File: src/rtl/rot_fetch_sched.sv
// -----------------------------------------------------------------------------
// rot_fetch_sched
//
// Fetch scheduler for the bilinear-interpolation path of the image rotation
// pipeline. For each source coordinate from the inverse-rotation generator it
// issues one neighbour-quad read to the frame-buffer fetch unit. It strobes the
// fractional-coefficient FIFO so that each (fx, fy) pair is written when the
// pixel is accepted and read in the cycle its neighbour quad returns. It also
// bounds the number of outstanding fetches and sequences pixels into lines and
// frames, with a fixed idle gap between lines.
//
// Ports
//   i_clk, i_reset_n      clock, asynchronous active-low reset
//   i_fsyn                frame-start pulse (only honoured in IDLE)
//   i_coord_vld/o_coord_rdy, iv_x/iv_y
//                         coordinate handshake; integer top-left neighbour
//   o_rd_req, ov_rd_x/ov_rd_y, i_rd_gnt
//                         neighbour-quad fetch request, held until granted
//   i_nbr_vld             neighbour quad returned (in request order)
//   o_fxy_wr, o_fxy_rd    coefficient FIFO write / read strobes
//   ov_col, ov_row        current column and line counters
//   o_line_done, o_frame_done
//                         one-cycle pulses in the cycle a line drain completes
//   o_busy                high whenever the scheduler is not IDLE
//   o_err                 sticky protocol-error flag
// -----------------------------------------------------------------------------
module rot_fetch_sched #(
    parameter int H_ACTIVE = 640,
    parameter int V_ACTIVE = 480,
    parameter int MAX_OUT  = 16,
    parameter int HGAP     = 8,
    parameter int CW       = 11
) (
    input  logic          i_clk,
    input  logic          i_reset_n,
    input  logic          i_fsyn,
    input  logic          i_coord_vld,
    output logic          o_coord_rdy,
    input  logic [CW-1:0] iv_x,
    input  logic [CW-1:0] iv_y,
    output logic          o_rd_req,
    output logic [CW-1:0] ov_rd_x,
    output logic [CW-1:0] ov_rd_y,
    input  logic          i_rd_gnt,
    input  logic          i_nbr_vld,
    output logic          o_fxy_wr,
    output logic          o_fxy_rd,
    output logic [CW-1:0] ov_col,
    output logic [CW-1:0] ov_row,
    output logic          o_line_done,
    output logic          o_frame_done,
    output logic          o_busy,
    output logic          o_err
);

    localparam int OW = $clog2(MAX_OUT + 1);
    localparam int GW = (HGAP > 1) ? $clog2(HGAP) : 1;

    localparam logic [OW-1:0] OUT_MAX  = OW'(MAX_OUT);
    localparam logic [OW-1:0] OUT_ONE  = OW'(1);
    localparam logic [OW-1:0] OUT_ZERO = OW'(0);
    localparam logic [CW-1:0] COL_LAST = CW'(H_ACTIVE - 1);
    localparam logic [CW-1:0] ROW_LAST = CW'(V_ACTIVE - 1);
    localparam logic [CW-1:0] CNT_ONE  = CW'(1);
    localparam logic [CW-1:0] CNT_ZERO = CW'(0);
    localparam logic [GW-1:0] GAP_LAST = GW'(HGAP - 1);
    localparam logic [GW-1:0] GAP_ONE  = GW'(1);
    localparam logic [GW-1:0] GAP_ZERO = GW'(0);

    typedef enum logic [1:0] {
        ST_IDLE  = 2'b00,
        ST_RUN   = 2'b01,
        ST_DRAIN = 2'b10,
        ST_GAP   = 2'b11
    } state_e;

    state_e        state_q, state_d;
    logic [OW-1:0] outst_q, outst_d;
    logic          rd_req_q, rd_req_d;
    logic [CW-1:0] rd_x_q, rd_x_d;
    logic [CW-1:0] rd_y_q, rd_y_d;
    logic [CW-1:0] col_q, col_d;
    logic [CW-1:0] row_q, row_d;
    logic [GW-1:0] gap_q, gap_d;
    logic          line_done_q, line_done_d;
    logic          frame_done_q, frame_done_d;
    logic          busy_q, busy_d;
    logic          err_q, err_d;

    logic          rdy_s;
    logic          accept_s;
    logic          ret_s;
    logic          drain_exit_s;

    // Handshake decode: acceptance, valid returns and the drain-complete condition.
    always_comb begin
        rdy_s        = (state_q == ST_RUN) && (outst_q < OUT_MAX) && (!rd_req_q || i_rd_gnt);
        accept_s     = i_coord_vld && rdy_s;
        // A return with nothing outstanding is a protocol error and is dropped.
        ret_s        = i_nbr_vld && (outst_q != OUT_ZERO);
        drain_exit_s = (state_q == ST_DRAIN) && (outst_q == OUT_ZERO) && !rd_req_q;
    end

    // Next-state logic for the FSM, counters, fetch request and status flags.
    always_comb begin
        state_d      = state_q;
        outst_d      = outst_q;
        rd_req_d     = rd_req_q;
        rd_x_d       = rd_x_q;
        rd_y_d       = rd_y_q;
        col_d        = col_q;
        row_d        = row_q;
        gap_d        = gap_q;
        err_d        = err_q;

        case (state_q)
            ST_IDLE: begin
                col_d = CNT_ZERO;
                row_d = CNT_ZERO;
                if (i_fsyn) begin
                    state_d = ST_RUN;
                end else begin
                    state_d = ST_IDLE;
                end
            end
            ST_RUN: begin
                if (accept_s) begin
                    if (col_q == COL_LAST) begin
                        col_d   = CNT_ZERO;
                        state_d = ST_DRAIN;
                    end else begin
                        col_d   = col_q + CNT_ONE;
                        state_d = ST_RUN;
                    end
                end else begin
                    state_d = ST_RUN;
                end
            end
            ST_DRAIN: begin
                if (drain_exit_s) begin
                    if (row_q == ROW_LAST) begin
                        row_d   = CNT_ZERO;
                        state_d = ST_IDLE;
                    end else begin
                        row_d   = row_q + CNT_ONE;
                        gap_d   = GAP_ZERO;
                        state_d = ST_GAP;
                    end
                end else begin
                    state_d = ST_DRAIN;
                end
            end
            ST_GAP: begin
                if (gap_q == GAP_LAST) begin
                    state_d = ST_RUN;
                end else begin
                    gap_d   = gap_q + GAP_ONE;
                    state_d = ST_GAP;
                end
            end
            default: begin
                state_d = ST_IDLE;
            end
        endcase

        // Outstanding count: accept and return in the same cycle cancel out.
        // Acceptance is gated by outst < MAX_OUT and returns by outst != 0,
        // so the counter can never wrap.
        case ({accept_s, ret_s})
            2'b10:   outst_d = outst_q + OUT_ONE;
            2'b01:   outst_d = outst_q - OUT_ONE;
            default: outst_d = outst_q;
        endcase

        // A new accept re-arms the request even when the old one is granted
        // in the same cycle; otherwise a grant retires it.
        if (accept_s) begin
            rd_req_d = 1'b1;
            rd_x_d   = iv_x;
            rd_y_d   = iv_y;
        end else if (i_rd_gnt) begin
            rd_req_d = 1'b0;
        end else begin
            rd_req_d = rd_req_q;
        end

        if ((i_fsyn && (state_q != ST_IDLE)) || (i_nbr_vld && (outst_q == OUT_ZERO))) begin
            err_d = 1'b1;
        end else begin
            err_d = err_q;
        end

        // The done pulses are registered but computed from next-state values,
        // so they are high in exactly the cycle the DRAIN exit condition holds.
        line_done_d  = (state_d == ST_DRAIN) && (outst_d == OUT_ZERO) && !rd_req_d;
        frame_done_d = line_done_d && (row_d == ROW_LAST);
        busy_d       = (state_d != ST_IDLE);
    end

    // State and datapath registers with asynchronous active-low reset.
    always_ff @(posedge i_clk or negedge i_reset_n) begin
        if (!i_reset_n) begin
            state_q      <= ST_IDLE;
            outst_q      <= OUT_ZERO;
            rd_req_q     <= 1'b0;
            rd_x_q       <= CNT_ZERO;
            rd_y_q       <= CNT_ZERO;
            col_q        <= CNT_ZERO;
            row_q        <= CNT_ZERO;
            gap_q        <= GAP_ZERO;
            line_done_q  <= 1'b0;
            frame_done_q <= 1'b0;
            busy_q       <= 1'b0;
            err_q        <= 1'b0;
        end else begin
            state_q      <= state_d;
            outst_q      <= outst_d;
            rd_req_q     <= rd_req_d;
            rd_x_q       <= rd_x_d;
            rd_y_q       <= rd_y_d;
            col_q        <= col_d;
            row_q        <= row_d;
            gap_q        <= gap_d;
            line_done_q  <= line_done_d;
            frame_done_q <= frame_done_d;
            busy_q       <= busy_d;
            err_q        <= err_d;
        end
    end

    // Output mapping; the handshake strobes are combinational by design.
    always_comb begin
        o_coord_rdy  = rdy_s;
        o_fxy_wr     = accept_s;
        o_fxy_rd     = ret_s;
        o_rd_req     = rd_req_q;
        ov_rd_x      = rd_x_q;
        ov_rd_y      = rd_y_q;
        ov_col       = col_q;
        ov_row       = row_q;
        o_line_done  = line_done_q;
        o_frame_done = frame_done_q;
        o_busy       = busy_q;
        o_err        = err_q;
    end

endmodule
File: config.mk
export PLATFORM = sky130hd
export DESIGN_NAME = rot_fetch_sched
export DESIGN_NICKNAME = d
export VERILOG_FILES = /design/src/rtl/rot_fetch_sched.sv
export SDC_FILE = /design/constraint.sdc
export NUM_CORES = 1
export LEC_CHECK = 0
export ABC_CLOCK_PERIOD_IN_PS = 3710
export CAP_MARGIN = 15
export CORE_MARGIN = 8
export CORE_UTILIZATION = 49
export CTS_CLUSTER_DIAMETER = 80
export DETAILED_ROUTE_END_ITERATION = 10
export GPL_TIMING_DRIVEN = 0
export PLACE_DENSITY = 0.8
export SYNTH_ARGS = -nofsm -noshare
export SYNTH_HDL_FRONTEND = slang
export SYNTH_SLANG_ARGS = --single-unit
File: constraint.sdc
create_clock -name i_clk -period 3.71 [get_ports i_clk]
set_input_delay 0.742 -clock i_clk [delete_from_list [all_inputs] [get_ports i_clk]]
set_output_delay 0.742 -clock i_clk [all_outputs]
set_load 0.01 [all_outputs]
### Word-level counts from Yosys, hierarchy flattened

Cells that the tools add are included.

| operators by class | value |
|---|---|
| order comparisons | 1 |
| eq/ne operators | 14 |
| multiplexer cells | 20 |
| reductions and logical operators | 25 |
| add/sub/neg operators | 5 |

Operators with widths:

| operator | number |
|---|---|
| 11-bit 2-to-1 mux | 4 |
| 11-bit case mux with 2 select lines | 2 |
| 11-bit by 1-bit adder with 11-bit output (second input constant) | 2 |
| 11-bit by 9-bit equality test with 1-bit output (second input constant) | 2 |
| 11-bit by 10-bit equality test with 1-bit output (second input constant) | 1 |
| 1-bit logical AND | 11 |
| 5-bit zero test | 2 |
| 2-bit 2-to-1 mux | 5 |
| 5-bit case mux with 2 select lines | 1 |
| 3-bit 2-to-1 mux | 3 |
| 2-bit equality test (second input constant) | 4 |
| 2-bit inequality test (second input constant) | 4 |
| 2-bit case mux with 4 select lines | 1 |
| 2-bit nonzero test | 4 |
| 3-bit case mux with 2 select lines | 1 |
| 5-bit by 1-bit adder with 5-bit output (second input constant) | 1 |
| 5-bit less-than comparator (second input constant) | 1 |
| 5-bit nonzero test | 1 |
| 5-bit by 1-bit subtractor with 5-bit output (second input constant) | 1 |
| 2-bit by 1-bit equality test with 1-bit output (second input constant) | 2 |
| 4-bit AND reduction | 1 |
| 3-bit by 1-bit adder with 3-bit output (second input constant) | 1 |
| 3-bit equality test (second input constant) | 1 |
| 1-bit 2-to-1 mux | 3 |
| 4 further kinds | 6 |

| storage, ports and cells | value |
|---|---|
| word-level logic and storage cells | 77 |
| bits of input ports | 28 |
| register bits | 59 |
| output and inout bits | 52 |

### Longest topological paths before layout

Gate-level depths: netlist of the first run.

| logic depth | value |
|---|---|
| word-level depth | 10 |
| depth in mapped cells | 12 |
| gate-level depth less buffers | 11 |

### Worst setup path before layout of the first run

Ideal clock, no wire load.

| timing path | value |
|---|---|
| path kind | input to register |
| start point | input i_coord_vld |
| end point | register frame_done_q (netlist: o_frame_done) |
| arrival | 3.163 ns |
| setup slack | 0.451 ns |
| library setup time | 0.096 ns |
| cell stages on the path | 10 |
| path through | and4bb_1 -> nand2_2 -> clkbuf_1 -> ha_1 -> clkbuf_1 -> mux2_2 -> nor2_1 -> or4b_1 -> nand4b_4 -> nor4_2 |

| on the way | value |
|---|---|
| cells in the longest elaborated chain, start to end | 7 |
| elaborated cells on any way between the ends | 13 |
| those cells by class | eq/ne (3); mux (4); reduce/logical (6) |

RTL lines:

| item | RTL line | source |
|---|---|---|
| start, declared | 37 | `input logic i_coord_vld,` |
| 1-bit logical AND (*) | 98 | `accept_s = i_coord_vld && rdy_s;` |
| 2-bit by 1-bit equality test with 1-bit output or 2-bit equality test (tied branches) | 169 | `case ({accept_s, ret_s})` |
| 5-bit case mux with 2 select lines (*) | 169 |  |
| named net outst_d[1] | 78 | `logic [OW-1:0] outst_q, outst_d;` |
| 5-bit zero test (*) | 195 | `line_done_d = (state_d == ST_DRAIN) && (outst_d == OUT_ZERO) && !rd_req_d;` |
| 1-bit logical AND (*) (2 in series) | 195 |  |
| 1-bit logical AND (*) | 196 | `frame_done_d = line_done_d && (row_d == ROW_LAST);` |
| named net frame_done_d | 86 | `logic frame_done_q, frame_done_d;` |
| end signal, assigned | 225 | `frame_done_q <= frame_done_d;` |
| end, declared | 86 |  |

Mark *: on every way through the listed nets, which the timed path passes. The rest lies on a longest branch.
A chain may end at the register's enable or synchronous reset.

### Worst setup path in the final report of the first run

Same ends and word-level chain as after synthesis.

==> impl_metrics.json, run 1 <==
{
  "status": "finished clean",
  "cp.arrival_ns": 3.83,
  "fin_crit_sh": 0.966,
  "multi_input_area_mm2": 0.00159,
  "ys_warn_count": 0,
  "synthesis.nets": 383,
  "ys_types": 63,
  "track_usage": 0.199,
  "fmax_ghz": 0.279,
  "clock-sinks": 59,
  "clock_path_buffers": 2,
  "startpoint_type": "input port",
  "synth_edf_count": 0,
  "antenna_found_initial": 0,
  "fp.dieW_um": 96.3,
  "fillers": 509,
  "grt_pass1_wl_um": 14300,
  "async_flop_share": 1.00,
  "nNetsFinal": 472,
  "stdcell_count": 520,
  "crit_chain": "clkdlybuf4s50_1, and4bb_1, nand2_2, clkbuf_1, ha_4, mux2_2, nor2_1, or4b_1, nand4b_4, nor4_2",
  "drive_gt1_frac": 0.0880,
  "routed_wl_um": 8650,
  "rr_endpoint": "o_frame_done",
  "firstDrtPassIters": 5,
  "wl_per_cell_um": 16.6,
  "hp-class": "input port to async pin",
  "clk_pin_slew_ns": 0.07,
  "die_h_um": 96.3,
  "endpoint_kind": "flop",
  "grt_start_max_net_pins": 31,
  "relSlewSlack": 0.541,
  "r2r_cells": 9,
  "regToRegSetupSlack_ns": 0.27,
  "syn_to_final_growth_pct": 36.2,
  "seq_area_mm2": 0.00148,
  "cp_slowest_cell": "clkdlybuf4s50_1",
  "finalMaxSlewViolations": 0,
  "cap_violations": 0,
  "cts_tree": "yes",
  "cellPowerDensity_mw_per_mm2": 669,
  "rows": 29,
  "root_buffer": "clkbuf_8",
  "drt-initial-drc-count": 154,
  "slowest_delay_ns": 0.51,
  "avgSynthCellArea_um2": 9.06,
  "insertedDiodeCount": 0,
  "start_util": 0.503,
  "yosysSeqAreaShare": 0.467,
  "dp_hpwl_um": 6360,
  "critPathRequiredTime_ns": 3.96,
  "port_buffers": 79,
  "rr_startpoint": "outst_q[0]",
  "skew_ns": 0.00983,
  "synth_cells": 349,
  "worst_pin_slew_ns": 0.689,
  "rsz0062_at_grt": "yes",
  "hold_ws_ns": 0.433,
  "ios": 80,
  "hold_violations": 0,
  "synth-main-ff-cell": "dfrtp_1",
  "fp.coreArea_mm2": 0.00628,
  "gp_congestion": 0.865,
  "cp_max_fo": 10,
  "power_mw": 2.88,
  "power_leakage_nw": 1.91,
  "drc_errors": 0,
  "dieArea_mm2": 0.00928,
  "final_cell_mix": "nand2_1 (89), clkdlybuf4s50_1 (78), dfrtp_1 (59)",
  "setup_violations": 0,
  "vias": 3015,
  "clock_latency_ns": 0.34,
  "vdd_drop_max_uv": 400,
  "syn_area_mm2": 0.00316,
  "antenna_left": 0,
  "grt_pass1_vias": 2985,
  "via_per_inst": 5.80,
  "path_class": "input port to flop",
  "ys_ff_latch": 59,
  "critPathLaunch": "i_coord_vld",
  "period_needed_ns": 3.59,
  "numCtsBuffers": 9,
  "htreeDepth": 3,
  "overflow": 0,
  "final_common_cell": "nand2_1",
  "ctsHoldBuffers": 0,
  "dp.cells": 506
}
## layout make-up
type	count	share of cell area
Buffer	10	0.0102
Tap cell	77	0.0224
Inverter	14	0.0122
Multi-Input combinational cell	264	0.370
Timing Repair Buffer	80	0.187
Sequential cell	59	0.343
Clock inverter	5	0.0198
Clock buffer	11	0.0352
## synth_stat cells, types with 4 or more instances
library cell / instances / area, um2
o21ai_0: 13 / 65.1
nor2_1: 26 / 97.6
xor2_1: 4 / 35.0
nor3_1: 4 / 20.0
and3_1: 12 / 75.1
nand3_1: 7 / 35.0
xnor2_1: 4 / 35.0
o21ai_1: 8 / 40.0
nand2_1: 89 / 334
inv_1: 11 / 41.3
clkbuf_1: 9 / 33.8
mux2i_1: 6 / 60.1
ha_1: 6 / 75.1
dfrtp_1: 59 / 1480
nand4_1: 7 / 43.8
a21oi_1: 9 / 45.0
## flip-flops by register name, summed over array words and instances (netlist names)
register / flops
gap_q: 3
o_busy: 1
o_err: 1
o_frame_done: 1
o_line_done: 1
o_rd_req: 1
outst_q: 5
ov_col: 11
ov_rd_x: 11
ov_rd_y: 11
ov_row: 11
state_q: 2
## worst max-delay path, delay by kind of cell
kind,cells,cell delay (ns)
simple gates,6,1.50
buf+inv,2,0.81
fa+ha+maj,1,0.42
mux,1,0.36
## how the worst max path moves through the flow
stage	end	slack, ns	cells past startpoint
2_1_floorplan	o_frame_done	0.45	10
3_3_place_gp	o_frame_done	-0.54	11
3_5_place_dp	o_frame_done	-0.53	11
4_1_cts	o_frame_done	0.02	10
5_1_grt	o_frame_done	-0.04	10
6_report	o_frame_done	0.12	10
## what timing repair did
action,CTS,global route
setup endpoints to repair,1,2
gates resized for setup,1,1
setup buffers,0,0
cloned,0,0
## per-stage QoR
| stage | util | TNS, ns | setup slack, ns | instance area [um2] |
|---|---|---|---|---|
| 2_1_floorplan | - | 0 | 0.451 | 3160 |
| 3_3_place_gp | 0.645 | -1.01 | -0.535 | 4050 |
| 3_5_place_dp | 0.647 | -1.01 | -0.526 | 4060 |
| 4_1_cts | 0.685 | 0 | 0.0247 | 4300 |
| 5_1_grt | 0.686 | -0.0358 | -0.0358 | 4300 |
| 6_report | 0.686 | 0 | 0.124 | 4300 |
## power breakdown
part / total (mW) / internal (mW) / switching (mW)
Combinational: 1.18 / 0.552 / 0.628
Clock: 0.692 / 0.417 / 0.275
Sequential: 1.01 / 0.830 / 0.177
## per-layer routing
metal	track usage	vias up	wire, um
met5	0	-	0
met4	0.0946	0	255
met3	0.0499	29	637
met2	0.335	129	4270
met1	0.234	1439	3480
li1	-	1418	-
## logic make-up (layout without fill, tap and decap cells)
group	after synthesis	in the layout	synth area share
AO/OA/AOI/OAI	59	59	0.124
flip-flops	59	59	0.467
XOR/XNOR	8	8	0.0222
buffers and inverters	26	120	0.0329
AND/OR/NAND/NOR	184	184	0.308
adder cells (fa/ha/maj)	6	6	0.0238
multiplexers	7	7	0.0226
No activity file was read; power rests on OpenSTA's default activity.
==> run 2: changes to the inputs <==
- SKIP_CTS_REPAIR_TIMING: not set -> 1
- SLEW_MARGIN: not set -> 20
- TNS_END_PERCENT: not set -> 100
==> run 2 against run 1 <==
Register-to-register slack improved by 0.10 ns. Worst hold slack got worse by 0.22 ns. Final cell count unchanged.
==> impl_metrics.json, run 2 (synthesis gave the netlist of run 1 again) <==
{
  "worst_pin_slew_ns": 0.671,
  "insertedDiodeCount": 0,
  "cp.arrival_ns": 3.86,
  "fin_ws_ns": 0.0913,
  "crit_chain": "clkdlybuf4s50_1, and4bb_1, nand2_2, clkbuf_1, ha_4, mux2_2, nor2_1, or4b_1, nand4b_4, nor4_2",
  "startpoint_type": "input port",
  "grt_pass1_wl_um": 14400,
  "nNetsFinal": 472,
  "vdd_drop_max_uv": 396,
  "dp_hpwl_um": 6250,
  "period_needed_ns": 3.62,
  "htreeDepth": 3,
  "root_buffer": "clkbuf_8",
  "rows": 29,
  "numCtsBuffers": 9,
  "power_mw": 2.89,
  "gp_congestion": 0.865,
  "fp.coreArea_mm2": 0.00628,
  "fin_crit_sh": 0.975,
  "firstDrtPassIters": 5,
  "antenna_left": 0,
  "fmax_ghz": 0.276,
  "placed_cell_area_mm2": 0.00407,
  "dp.cells": 506,
  "start_util": 0.503,
  "ios": 80,
  "relSlewSlack": 0.545,
  "cellPowerDensity_mw_per_mm2": 669,
  "cp_max_fo": 10,
  "wl_per_cell_um": 16.5,
  "vias": 3013,
  "cp_slowest_cell": "clkdlybuf4s50_1",
  "power_leakage_nw": 1.91,
  "grt_start_max_net_pins": 53,
  "fp.dieW_um": 96.3,
  "antenna_found_initial": 0,
  "status": "finished clean",
  "path_class": "input port to flop",
  "via_per_inst": 5.79,
  "crit_buf_inv": 2,
  "clock_path_buffers": 2,
  "final_common_cell": "nand2_1",
  "place_ws_ns": -0.538,
  "clk_pin_slew_ns": 0.07,
  "cap_violations": 0,
  "finalMaxSlewViolations": 0,
  "cts_tree": "yes",
  "syn_to_final_growth_pct": 36.5,
  "stdcell_count": 520,
  "port_buffers": 79,
  "clock-sinks": 59,
  "dieArea_mm2": 0.00928,
  "critPathRequiredTime_ns": 3.95,
  "drt-initial-drc-count": 118,
  "postLayoutCellArea_mm2": 0.00431,
  "track_usage": 0.198,
  "overflow": 0,
  "critPathTopFamily": "simple AND/OR/NAND/NOR gates",
  "rsz0062_at_grt": "yes",
  "drive_gt1_frac": 0.0880,
  "hp-class": "input port to async pin",
  "grt_pass1_vias": 2941,
  "clock_latency_ns": 0.34,
  "endpoint_kind": "flop",
  "skew_ns": 0.00857,
  "slowest_delay_ns": 0.52,
  "drc_errors": 0,
  "hold_violations": 0,
  "die_h_um": 96.3,
  "final_cell_mix": "nand2_1 (89), clkdlybuf4s50_1 (78), dfrtp_1 (59)",
  "routed_wl_um": 8580,
  "setup_violations": 0,
  "finalSetupTns_ns": 0
}
run 2: changes by cell type in the layout (fill, tap and decap cells not counted):
cell / previous run / this run
buf_2: 3 / 2
buf_12: 1 / 0
buf_4: 1 / 2
buf_16: 0 / 1
run 2: cell type report:
class / instances / area [um2]
plain buffers: 10 / 43.8
clock buffers: 11 / 151
clock inverters: 5 / 85.1
fillers: 504 / 1960
inverters: 14 / 52.6
multi-input cells: 264 / 1590
flip-flops and latches: 59 / 1480
well taps: 77 / 96.3
repair buffers: 80 / 816
run 2: report_power, final:
group | leakage, nW | internal, mW | switching (mW)
Clock | 0.116 | 0.417 | 0.277
Combinational | 1.05 | 0.554 | 0.631
Sequential | 0.744 | 0.830 | 0.178
Total | 1.91 | 1.80 | 1.09
run 2: worst paths after layout:
kind                                   from      endpoint  slack (ns)  cells past startpoint
worst max-delay path            i_coord_vld  o_frame_done        0.09                     10
min in group i_clk               ov_rd_y[0]    ov_rd_y[0]        0.47                      2
worst min register to register   ov_rd_y[0]    ov_rd_y[0]        0.47                      2
max in group asynchronous         i_reset_n     ov_row[4]        3.01                      2
worst max register to register   outst_q[1]  o_frame_done        0.37                      9
worst min-delay path              i_reset_n    ov_rd_x[2]        0.22                      1
run 2: layer usage:
layer | vias to the layer above | global-route usage | wire [um]
met5 | - | 0 | 0
met4 | 0 | 0.0845 | 159
met3 | 16 | 0.0398 | 507
met2 | 112 | 0.331 | 4260
met1 | 1472 | 0.243 | 3640
li1 | 1413 | - | -
run 2: through the flow:
| stage | utilization | hold WS (ns) |
|---|---|---|
| after CTS | 0.686 | 0.210 |
| after detailed placement | 0.649 | 0.461 |
| after global routing | 0.687 | 0.212 |
| after global placement | 0.645 | 0.458 |
| final | 0.687 | 0.216 |
| after floorplan | - | 0.446 |
==> run 3: changes to the inputs <==
- SKIP_CTS_REPAIR_TIMING: 1 -> not set
==> results of run 3 <==
Final layout, timing and power as in run 2 (identical DEF).
Main changes from that run: wire length of the first global-routing pass 14400 um -> 14300 um; via count of the first global-routing pass 2941 -> 2931
